### config.mk
export PLATFORM = sky130hd
export DESIGN_NAME = sfp_xchg_ctrl
export DESIGN_NICKNAME = d
export VERILOG_FILES = /design/src/rtl/sfp_xchg_ctrl.sv
export SDC_FILE = /design/constraint.sdc
export NUM_CORES = 1
export LEC_CHECK = 0
export ABC_AREA = 0
export CORE_MARGIN = 1.5
export CORE_UTILIZATION = 50
export DETAILED_ROUTE_END_ITERATION = 16
export PLACE_DENSITY = 0.82
export SETUP_SLACK_MARGIN = 0.05
export SYNTH_ARGS = -nofsm -noshare
export SYNTH_HDL_FRONTEND = slang
export SYNTH_SLANG_ARGS = --single-unit
### constraint.sdc
create_clock -name clk -period 2.7 [get_ports clk]
set_input_delay 0.54 -clock clk [delete_from_list [all_inputs] [get_ports clk]]
set_output_delay 0.54 -clock clk [all_outputs]
set_load 0.05 [all_outputs]
### src/rtl/sfp_xchg_ctrl.sv
// -----------------------------------------------------------------------------
// sfp_xchg_ctrl
//
// Per-core controller that swaps SFP partial sums with the partner core of a
// dual-core chip and hands the combined normalisation total back to the core.
//
// There are two independent halves:
//   * Sender: latches the local sum and offers it to the partner with a
//     4-phase req/ack handshake (req up, ack up, req down, ack down).
//   * Receiver: answers the partner's 4-phase handshake. It captures the
//     partner's sum one cycle after seeing req, so the bits that crossed
//     through the 2-flop synchronisers have settled.
// When both halves have finished (S_DONE and R_DONE), the controller registers
// local + remote, pulses sum_total_valid for one cycle, bumps xchg_cnt, and
// returns both halves to IDLE in the same cycle. Either half may finish first;
// the finished half waits in its DONE state.
//
// Handshake semantics (both directions):
//   The sender raises req only after its data is latched, and the data does
//   not change while req is high. The receiver raises ack only after it has
//   captured the data. The sender drops req only after it sees ack. The
//   receiver drops ack only after it sees req low. A new offer may start only
//   after the sender has seen ack low.
//
// Ports:
//   clk, reset         core clock, synchronous active-high reset
//   sum_local_in/valid local SFP sum with one-cycle strobe
//   sfp_sum_out        held local sum towards the partner (via sync)
//   req_out / ack_in   sender side of the handshake
//   sfp_sum_in         partner sum (already synchronised)
//   req_in / ack_out   receiver side of the handshake
//   sum_total/_valid   local + remote total, one-cycle strobe
//   busy               some half of the exchange is not idle
//   overrun            sticky: local strobe arrived while sender was busy
//   xchg_cnt           completed exchanges, wraps
//   sender_state       sender FSM state (debug observation)
//   receiver_state     receiver FSM state (debug observation)
// -----------------------------------------------------------------------------
module sfp_xchg_ctrl #(
    parameter int bw_psum = 20,
    parameter int cnt_bw  = 8
) (
    input  logic                 clk,
    input  logic                 reset,
    input  logic [bw_psum+3:0]   sum_local_in,
    input  logic                 sum_local_valid,
    output logic [bw_psum+3:0]   sfp_sum_out,
    output logic                 req_out,
    input  logic                 ack_in,
    input  logic [bw_psum+3:0]   sfp_sum_in,
    input  logic                 req_in,
    output logic                 ack_out,
    output logic [bw_psum+4:0]   sum_total,
    output logic                 sum_total_valid,
    output logic                 busy,
    output logic                 overrun,
    output logic [cnt_bw-1:0]    xchg_cnt,
    output logic [1:0]           sender_state,
    output logic [1:0]           receiver_state
);

    localparam int SW = bw_psum + 4;

    typedef enum logic [1:0] {
        S_IDLE = 2'd0,
        S_REQ  = 2'd1,
        S_REL  = 2'd2,
        S_DONE = 2'd3
    } s_state_t;

    typedef enum logic [1:0] {
        R_IDLE   = 2'd0,
        R_SETTLE = 2'd1,
        R_ACK    = 2'd2,
        R_DONE   = 2'd3
    } r_state_t;

    s_state_t        s_state;
    r_state_t        r_state;
    logic [SW-1:0]   remote_sum;
    logic            complete;

    // Both halves have finished their handshakes this cycle.
    assign complete = (s_state == S_DONE) && (r_state == R_DONE);

    assign sender_state   = s_state;
    assign receiver_state = r_state;

    always_ff @(posedge clk) begin
        if (reset) begin
            s_state         <= S_IDLE;
            r_state         <= R_IDLE;
            sfp_sum_out     <= '0;
            req_out         <= 1'b0;
            ack_out         <= 1'b0;
            remote_sum      <= '0;
            sum_total       <= '0;
            sum_total_valid <= 1'b0;
            busy            <= 1'b0;
            overrun         <= 1'b0;
            xchg_cnt        <= '0;
        end else begin
            sum_total_valid <= 1'b0;

            // busy tracks the states being entered at this edge, so it
            // reads high from the same cycle a half leaves IDLE and drops
            // together with the completion. Completion is the only way
            // back to IDLE outside reset.
            busy <= !complete &&
                    ((s_state != S_IDLE) || (r_state != R_IDLE) ||
                     sum_local_valid || req_in);

            // A strobe the sender cannot take is dropped; the held value
            // is left alone and the error is remembered until reset.
            if (sum_local_valid && (s_state != S_IDLE)) begin
                overrun <= 1'b1;
            end

            if (complete) begin
                sum_total       <= {1'b0, sfp_sum_out} + {1'b0, remote_sum};
                sum_total_valid <= 1'b1;
                xchg_cnt        <= xchg_cnt + 1'b1;
                s_state         <= S_IDLE;
                r_state         <= R_IDLE;
            end else begin
                // ---------------- sender ----------------
                case (s_state)
                    S_IDLE: begin
                        if (sum_local_valid) begin
                            sfp_sum_out <= sum_local_in;
                            req_out     <= 1'b1;
                            s_state     <= S_REQ;
                        end
                    end
                    S_REQ: begin
                        if (ack_in) begin
                            req_out <= 1'b0;
                            s_state <= S_REL;
                        end
                    end
                    S_REL: begin
                        if (!ack_in) begin
                            s_state <= S_DONE;
                        end
                    end
                    S_DONE: begin
                        // Wait for the receiver half to finish.
                    end
                    default: s_state <= S_IDLE;
                endcase

                // ---------------- receiver ----------------
                case (r_state)
                    R_IDLE: begin
                        if (req_in) begin
                            r_state <= R_SETTLE;
                        end
                    end
                    R_SETTLE: begin
                        // One cycle after req was seen the synchronised data
                        // bits have had time to settle.
                        remote_sum <= sfp_sum_in;
                        ack_out    <= 1'b1;
                        r_state    <= R_ACK;
                    end
                    R_ACK: begin
                        if (!req_in) begin
                            ack_out <= 1'b0;
                            r_state <= R_DONE;
                        end
                    end
                    R_DONE: begin
                        // req_in is ignored here: one acceptance per exchange.
                    end
                    default: r_state <= R_IDLE;
                endcase
            end
        end
    end

endmodule
======== Word-level counts from Yosys, hierarchy flattened ========
Cells that the tools add are included.
storage, ports and cells
  register bits after elaboration ......... 90
  output and inout port bits .............. 66
operators by class
  add/sub/neg operators ................... 2
  equal/unequal tests ..................... 11
  mux-type cells .......................... 13
  bitwise operators ....................... 1
  reduce and logical (&&, ||, !) cells .... 22
operator list
  kind                                           count
  adder 24 x 24 -> 25 bit                        1
  one-hot mux 2 bit (3 select lines)             2
  two-way mux 2 bit                              5
  != test 2 bit, second input constant           5
  AND reduction 3 bit                            3
  adder 8 x 1 -> 8 bit, second input constant    1
  == test 2 bit, second input constant           4
  AND reduction 4 bit                            2
  nonzero test 2 bit                             4
  nonzero test 3 bit                             2
  == test 2 x 1 -> 1 bit, second input constant  2
  zero test 2 bit                                2
  two-way mux 1 bit                              4
  one-hot mux 1 bit (2 select lines)             2
  logical AND 1 bit                              3
  logical OR 1 bit                               3
  AND reduction 2 bit                            1
  OR reduction 2 bit                             1
  zero test 1 bit                                1
  inverter 1 bit                                 1

======== Logic depth before layout (Yosys ltp) ========
Gate-level depths: netlist of the first run.
  depth after elaboration ................. 5
  mapped depth ............................ 8
  depth with buffers taken out ............ 8

======== Worst setup path after synthesis of the first run ========
No wires, ideal clock.
  kind .................................... register to register
  from .................................... register sfp_sum_out[0]
  to ...................................... register sum_total[18]
  library setup time ...................... 117 ps
  arrival time ............................ 2464 ps
  data required time ...................... 2583 ps
  setup slack ............................. 119 ps
  cell stages (with the launch flop) ...... 9
  clock period less this slack ............ 2581 ps
  cell sequence ........................... dfxtp_1 -> ha_1 -> fa_1 -> a21o_1 -> a211oi_1 -> or4_4 -> a21oi_1 -> or3_1 -> a32o_1
on the way
  longest elaborated chain between the ends .. 1
RTL lines
  item                      line  text
  start: declaration        47    output logic [bw_psum+3:0] sfp_sum_out,
  start signal: assignment  130   sfp_sum_out <= sum_local_in;
  adder 24 x 24 -> 25 bit   120   sum_total <= {1'b0, sfp_sum_out} + {1'b0, remote_sum};
  end signal: assignment    120
  end: declaration          53    output logic [bw_psum+4:0] sum_total,
No other way between the ends.
A chain may end at the register's enable or synchronous reset.

======== Worst setup path in the final report of the first run ========
Ends and elaborated chain as after synthesis.

==> impl_summary.md, run 1 <==
Worst setup path
The required time reported for the critical path endpoint is between 2000 and 3000 ps. The worst register-to-register path begins at sfp_sum_out[0]. The depth of the critical timing path with buffers and inverters included is 8. The cell family contributing the most delay on the critical path is compound AO/OA/AOI/OAI gates.

The cell type of the slowest stage on the worst timing path is sky130_fd_sc_hd__fa_1. The worst reg-to-reg path cell count is 8. Traced cell by cell, the critical path runs through ha_1, fa_1, a21o_1, a211oi_2, or4_4, a21oi_1, or3_1, a32o_1. The kind of end point of the critical path is a flop.

The kind of critical path is reg -> reg. The maximum fanout count along the critical path is 4. The critical path contains buffers and inverters numbering 0 combined. The signal arrival time at the worst endpoint is around 2700 ps.

STA classifies the critical path startpoint as a flop. The setup slack of the worst register-to-register path is 230 ps. The start point of the critical path is sfp_sum_out[0]. The end of the worst register-to-register path is sum_total[18]. The maximum single-stage delay on the critical path is 410 ps.

Run
The tool flagged a number of max-cap violations equal to 0.

Hold path
The worst min-delay path endpoint is sum_total[10]. The worst hold path belongs to the class reg -> reg. The worst hold path was traced through 2 stages. In this run the most critical hold path is launched from sum_total[10].

Synth
Synthesis produced a netlist whose cell count is approximately 550. The summed instance area of the synthesized netlist is 0.00472 mm2. Synthesis instantiated 60 different standard cells from the library. The number of flip-flops and latches in the synthesized netlist is 90. The synthesized area divided by synthesized cell count is between 8 and 9 um2.

The number of flops mapped to enable cells by yosys is 0. The largest area contributor in the netlist is sky130_fd_sc_hd__dfxtp_1. The fraction of registers with async set or reset after synthesis is 0%.

Ranked by total cell area, the synthesized netlist is headed by sky130_fd_sc_hd__dfxtp_1 38%, sky130_fd_sc_hd__ha_1 9.8%, sky130_fd_sc_hd__nand2_1 7.2%. The number of nets handed over by synthesis was 640. Sequential cells were found to cover roughly two fifths of the synthesized design area. The most frequently used flop master after synthesis is sky130_fd_sc_hd__dfxtp_1. The synthesis warning total is 0. Of the post-synthesis cell area, the dominant cell type holds 38.2%.

CTS
In this run the clock root is driven by a sky130_fd_sc_hd__clkbuf_8. CTS saw 90 sinks. The later pin in the worst-skew pair is clocked with a latency of around 370 ps. The number of clock buffers added by TritonCTS is 9.

The TritonCTS clock tree is yes. The CTS clock-pin slew for the worst setup and hold paths is 100 ps. The number of buffers inserted by hold repair at cts is 0. The H-tree was split into 3 levels. The maximum buffer depth of the clock tree is 2.

Finish
The synthesis-to-finish area growth is 30.9%. The utilization after layout is between 60% and 70%. The number of nets in the final layout is about 750. The antenna cell count is 0. Of the cells placed in the final design, the portion with a size suffix greater than 1 is around 6%.

Power
The clock group share of total power is a little over a fifth. The switching part of the total is 40.7%. The combinational group share of total power is a little over two fifths. The switching power total is 1.98 mW. The part of the total power dissipated in sequential elements is between 30% and 40%.

The power density normalized to cell area is between 700 and 800 mW/mm2. In this run the static leakage power is 2.50 nW. IR analysis of the VDD net gives a maximum drop of 0.000363 V. Cell internal power was estimated by the tool at about 2.9 mW.

Global routing
The number of global-route vias before repair is roughly 4,200. In the global route stage, overall resource usage came out at between 20% and 30%. The number of antenna violations at the first check in global routing is 0. The first global-routing pass estimated roughly 20 mm of wire. The total congestion overflow is 0. The pin count of the biggest net entering global routing is 79.

STA
Timing would allow up to a little over 400 MHz. After layout, the worst setup slack is between 200 and 250 ps. The number of failing hold endpoints at the final stage was 0. After layout, the worst path uses 91.4% of the clock period.

Subtracting the final worst setup slack from the clock period gives 2470 ps. The number of failing setup endpoints in the final timing report is 0. The final setup skew is a little under 9 ps. The total count of max-transition violations in the final report was 0. For the pin with the worst max-slew slack, the measured transition is just over 800 ps. The accumulated negative setup slack is 0 ps. The max-slew headroom at the worst pin is a little under half. Setup repair after global routing left no endpoint under its margin. The tightest hold margin is between 400 and 500 ps.

Floorplan
The die is ~100 um wide. In this run the vertical extent of the chip is between 100 and 150 um. The initialized floorplan defines 35 standard-cell rows. The placeable core region is about 0.0092 mm2.

The starting density of the core is 51.3%. The floorplan step defined a die boundary enclosing between 0.01 and 0.015 mm2. roughly 120 I/O pins were placed.

Detailed routing
Across all layers, the routed design uses 4,344 vias. The detail route stage leaves a number of antenna-violating nets equal to 0. The total wire length is about 12 mm.

Using the TritonRoute via totals, the vias-per-cell ratio works out to 5.60. The iteration-0 DRC count of the detailed router is roughly 150. The wire length per cell is 15.6 um. In the routed design, unresolved DRC markers number 0. The number of iterations in the first detailed-routing pass is 5.

Outcome
The flow ran to the end, and the final reports show no timing, DRC or antenna violations.

Placement
Prior to clock tree synthesis, the placed netlist has a worst setup slack of 157 ps. Routability-driven placement finished with a final weighted congestion of between 0.8 and 0.9. The count of input and output buffers is about 120. The half-perimeter wire length of the detailed placement result is a little under 9 mm.
## worst register-to-register path, stage by stage, from the launching register on
cell and delay, ps:
sky130_fd_sc_hd__dfxtp_1 340, sky130_fd_sc_hd__ha_1 240, sky130_fd_sc_hd__fa_1 410, sky130_fd_sc_hd__a21o_1 250, sky130_fd_sc_hd__a211oi_2 280, sky130_fd_sc_hd__or4_4 190, sky130_fd_sc_hd__a21oi_1 90, sky130_fd_sc_hd__or3_1 330
sky130_fd_sc_hd__a32o_1 250
## final cells by class
| class | instances | area [um2] |
|---|---|---|
| Clock buffer | 10 | 138 |
| Clock inverter | 6 | 88.8 |
| Fill cell | 764 | 3020 |
| Inverter | 9 | 33.8 |
| Multi-Input combinational cell | 423 | 2730 |
| Sequential cell | 90 | 1800 |
| Tap cell | 111 | 139 |
| Timing Repair Buffer | 127 | 1240 |
## cells in the mapped netlist, drive strengths merged, types with 8 or more instances
cell,count
a21oi,67
o21ai,21
a21o,10
nand4,8
mux2i,26
nand2,91
ha,37
nand3,14
clkbuf,21
dfxtp,90
inv,8
nor2,51
## power groups by stage
stage	Clock, mW	Combinational [mW]	Sequential, mW
2_1_floorplan	0	1.15	2.10
3_3_place_gp	0	2.03	1.72
3_5_place_dp	0	2.09	1.74
4_1_cts	1.06	2.10	1.71
5_1_grt	1.13	2.28	1.74
6_report	1.05	2.10	1.71
## logic make-up after synthesis
kind of cell	after synthesis	share of synthesized area, %
flip-flops	90	38.2
multiplexers	26	5.52
buffers and inverters	36	4.03
XOR/XNOR	13	2.41
AND/OR/NAND/NOR	201	19.8
adder cells (fa/ha/maj)	38	10.2
AO/OA/AOI/OAI	145	19.8
## flip-flops by register name, indices dropped and copies added, names as in the netlist
signal	flops
xchg_cnt	8
sum_total_valid	1
receiver_state	2
req_out	1
sum_total	25
remote_sum	24
ack_out	1
sfp_sum_out	24
busy	1
overrun	1
sender_state	2
## per-stage QoR
stage,instances,cell area [um2],total power [mW]
2_1_floorplan,549,4720,3.25
3_3_place_gp,760,5940,3.76
5_1_grt,776,6170,5.16
6_report,776,6170,4.86
4_1_cts,776,6170,4.87
3_5_place_dp,760,5940,3.83
## worst max path at each step
stage                          to  slack (ps)
finish              sum_total[18]         230
global route        sum_total[18]          90
CTS                 sum_total[18]         130
detailed placement  sum_total[18]         160
global placement    sum_total[18]         220
floorplan           sum_total[18]         120
## cells in the final DEF (no fill, tap or decap), types with 6 or more instances in the layout
cell,count
sky130_fd_sc_hd__a21o_1,8
sky130_fd_sc_hd__a21oi_1,66
sky130_fd_sc_hd__buf_4,9
sky130_fd_sc_hd__clkbuf_8,10
sky130_fd_sc_hd__clkdlybuf4s50_1,117
sky130_fd_sc_hd__dfxtp_1,90
sky130_fd_sc_hd__ha_1,37
sky130_fd_sc_hd__inv_1,8
sky130_fd_sc_hd__mux2i_1,26
sky130_fd_sc_hd__nand2_1,91
sky130_fd_sc_hd__nand3_1,14
sky130_fd_sc_hd__nand4_1,7
sky130_fd_sc_hd__nor2_1,51
sky130_fd_sc_hd__nor3_1,6
sky130_fd_sc_hd__o21ai_0,20
sky130_fd_sc_hd__or3_1,7
sky130_fd_sc_hd__xnor2_1,6
sky130_fd_sc_hd__xor2_1,7
## per-layer routing
layer	vias up	GRT usage (%)	share of wire [%]
li1	2157	-	-
met1	2030	32.6	44
met2	140	41.2	48
met3	17	4.67	5.9
met4	0	8.88	1.6
met5	-	0	0
## timing repair
action / CTS / global route
endpoints found under the setup margin: 0 / 1
setup buffers: 0 / 0
gates resized for setup: 0 / 1
endpoints found under the hold margin: 0 / 0
No activity file was read; power rests on OpenSTA's default activity.
==> run 2, diff against run 1 <==
--- a/config.mk
+++ b/config.mk
@@ -11,6 +11,7 @@
 export DETAILED_ROUTE_END_ITERATION = 16
 export PLACE_DENSITY = 0.82
 export SETUP_SLACK_MARGIN = 0.05
+export SKIP_CTS_REPAIR_TIMING = 1
 export SYNTH_ARGS = -nofsm -noshare
 export SYNTH_HDL_FRONTEND = slang
 export SYNTH_SLANG_ARGS = --single-unit
==> results of run 2 <==
No change in the layout: final DEF, timing and power equal those of run 1.
==> run 3, diff against run 2 <==
--- a/config.mk
+++ b/config.mk
@@ -6,9 +6,9 @@
 export NUM_CORES = 1
 export LEC_CHECK = 0
 export ABC_AREA = 0
-export CORE_MARGIN = 1.5
 export CORE_UTILIZATION = 50
 export DETAILED_ROUTE_END_ITERATION = 16
+export MAX_ROUTING_LAYER = met4
 export PLACE_DENSITY = 0.82
 export SETUP_SLACK_MARGIN = 0.05
 export SKIP_CTS_REPAIR_TIMING = 1
==> run 3 against run 2 <==
Sequential share of layout area up 0.071 points. Flip-flop and latch count unchanged. Global-route usage up 0.52 points. Combinational power about the same. Sequential power about the same. Power down 1.4%. Wire length down 0.97%. Die area down 2.0%. Clock skew up 0.81 ps. Critical path depth unchanged. Clock-buffer cell count up 2. First-iteration DRC count up 12%. Largest power group unchanged. Highest routed layer unchanged.
==> impl_summary.md, run 3 (synthesis gave the netlist of run 1 again) <==
Finish
The most common cell after layout, fill and taps aside is sky130_fd_sc_hd__clkdlybuf4s50_1. The share of cells above drive strength 1 is 5.41% (-0.45 points). The area growth from synthesis to layout is 30.6%. The final design instance area without fill came to 0.00616 mm2 (-0.24%). The number of flip-flops under the largest register name is 25 (unchanged).

The number of fillers in the final layout is 773 (+1.2%). The antenna cell count is 0 (unchanged). The register name with the most flops is sum_total. In the final layout, the registers with the most flip-flops are sum_total x25, remote_sum x24, sfp_sum_out x24. The number of nets in the final layout is 751 (unchanged). Leaving out fill and tap cells, the most frequent cells in the layout are 117 x sky130_fd_sc_hd__clkdlybuf4s50_1, 91 x sky130_fd_sc_hd__nand2_1, 90 x sky130_fd_sc_hd__dfxtp_1.

Hold path
The worst hold path belongs to the class reg -> reg. The hold path startpoint is sum_total[1].

STA
The tightest hold margin is 461 ps (+5.51 ps). Setup repair after global routing left no endpoint under its margin. The final setup skew is 9.62 ps (+0.815 ps). The max-slew headroom at the worst pin came to 46.9% (+0.63 points).

The pin slew with the least headroom to its limit is 794 ps (-12.3 ps). The number of failing hold endpoints at the final stage is 0 (unchanged). The post-layout minimum cycle time is 2520 ps (+51.0 ps). The post-route clock period utilization was 93.3% (+1.9 points). The accumulated negative setup slack is 0 ps (unchanged).

The achievable frequency came to 397 MHz (-2.0%). The number of failing setup endpoints in the final timing report is 0 (unchanged). The total count of max-transition violations in the final report was 0 (unchanged).

Worst setup path
The most critical setup path has its startpoint at sfp_sum_out[0]. The worst setup path is launched from a flop. Traced cell by cell, the critical path runs through ha_1, fa_1, a21o_1, a211oi_2, or4_4, a21oi_1, or3_1, a32o_1.

On the critical path the largest part of the delay comes from compound AO/OA/AOI/OAI gates. The number of buffer and inverter instances along the worst setup path is 0 (unchanged). The signal arrival time at the worst endpoint came to 2770 ps (+30 ps). The required time reported for the critical path endpoint is 2950 ps (-20 ps). The worst setup path is captured at a flop. The maximum fanout count along the critical path is 4 (unchanged). The kind of critical path is reg -> reg. The maximum single-stage delay on the critical path is 410 ps (about the same). The startpoint identified for the worst register-to-register timing path is sfp_sum_out[0].

The cell type of the slowest stage on the worst timing path is sky130_fd_sc_hd__fa_1.

Detailed routing
The total wire length came to 12.0 mm (-0.97%). The number of iterations in the first detailed-routing pass came to 4 (-1). The final routed DRC violation total was 0 (unchanged). The length of routed met3 wiring is 658 um (-7.8%). The iteration-0 DRC count of the detailed router was 170 (+12%). The total vias in the final route is 4,371 (+0.62%). The met1 wire length was 5.38 mm (+0.19%).

The number of vias per cell was 5.63 (+0.62%). The post-route antenna net violation count is 0 (unchanged). The wire length per cell is 15.5 um (-0.97%).

The total length of routed met2 wires is 5.83 mm (-0.12%). The detailed router used layers up to and including met4.

Floorplan
The placement row count was 35 (unchanged). The die area is 0.00983 mm2 (-2.0%). The number of primary I/O pins came to 119 (unchanged).

The placeable core region is 0.00920 mm2 (unchanged). The starting density of the core is 51.3% (unchanged). The floorplan die height is 99.1 um (-1.0%). The width of the die came to 99.1 um (-1.0%).

CTS
The number of clock sinks is 90 (unchanged). The cell sitting at the root of the clock tree is a sky130_fd_sc_hd__clkbuf_8. The depth of the CTS H-tree is 3 (unchanged).

The clock latency at the later pin of the worst-skew pair is 350 ps (-20 ps). The total CTS buffers is 9 (unchanged). The CTS clock-pin slew for the worst setup and hold paths was 90 ps (about the same). The maximum buffer depth of the clock tree is 2 (unchanged).

TritonCTS built the clock tree.

Run
The reported max-cap violation count is 0 (unchanged).

Global routing
The global-route wire length before repair is 19.6 mm (-2.0%). The all-layer global routing usage is 25.4% (+0.52 points). The number of global-route vias before repair is 4,057 (-4.1%). The pin count of the biggest net entering global routing came to 41 (-48%). The total congestion overflow came to 0 (unchanged). The number of antenna violations at the first check in global routing was 0 (unchanged).

Outcome
The flow ran to the end, and the final reports show no timing, DRC or antenna violations.

Power
The overall power of the completed layout is 4.79 mW (-1.4%). The static leakage was 2.49 nW (-0.34%). The power density normalized to cell area is 778 mW/mm2 (-1.2%).

The peak supply drop is 0.000380 V (+4.8%).

Placement
The area of placed instances is 0.00594 mm2 (unchanged). The count of input and output buffers came to 118 (unchanged). The half-perimeter wire length of the detailed placement result came to 8.85 mm (+0.77%).

The placer congestion estimate was 0.901 (+3.5%).
-- run 3: cell count changes in the layout (fill, tap and decap cells not counted), sizes merged --
cell      previous run  this run
clkbuf              10        12
clkinvlp             2         1
inv                  9         8
-- run 3: cell type report --
type	instances	area, um2	area share [%]
tap	111	139	2.25
clock buffer	12	135	2.19
multi-input combinational	423	2730	44.3
timing repair buffer	127	1240	20.2
clock inverter	4	76.3	1.24
sequential	90	1800	29.3
inverter	9	33.8	0.548
-- run 3: path summary, 6_finish.rpt --
kind                                 endpoint  depth (start not counted)  slack [ps]
worst max-delay path            sum_total[18]                          8         180
worst min-delay path             sum_total[1]                          2         460
worst max register to register  sum_total[18]                          8         180
worst min register to register   sum_total[1]                          2         460
-- run 3: per-layer routing --
layer	vias to the layer above	GRT usage, %
met5	-	-
met4	0	6.67
met3	14	3.58
met2	133	42.7
met1	2058	32.3
li1	2166	-
-- run 3: worst reg2reg max path, cell delays in order (launching register included) --
cell	delay, ps
sky130_fd_sc_hd__dfxtp_1	340
sky130_fd_sc_hd__ha_1	250
sky130_fd_sc_hd__fa_1	410
sky130_fd_sc_hd__a21o_1	260
sky130_fd_sc_hd__a211oi_2	300
sky130_fd_sc_hd__or4_4	210
sky130_fd_sc_hd__a21oi_1	80
sky130_fd_sc_hd__or3_1	320
sky130_fd_sc_hd__a32o_1	240
-- run 3: per-stage QoR --
| step | util, % | setup slack, ps | std cells |
|---|---|---|---|
| after detailed placement | 64.6 | 196 | 760 |
| after global routing | 67.0 | 79.4 | 776 |
| after CTS | 66.9 | 91.8 | 776 |
| after global placement | 64.6 | 225 | 760 |
| final | 67.0 | 180 | 776 |
| after floorplan | - | 119 | 549 |
-- run 3: power breakdown --
| group | switching, mW | internal [mW] | total (mW) |
|---|---|---|---|
| Clock | 0.468 | 0.525 | 0.993 |
| Combinational | 1.30 | 0.793 | 2.09 |
| Sequential | 0.175 | 1.53 | 1.71 |
| Total | 1.94 | 2.85 | 4.79 |
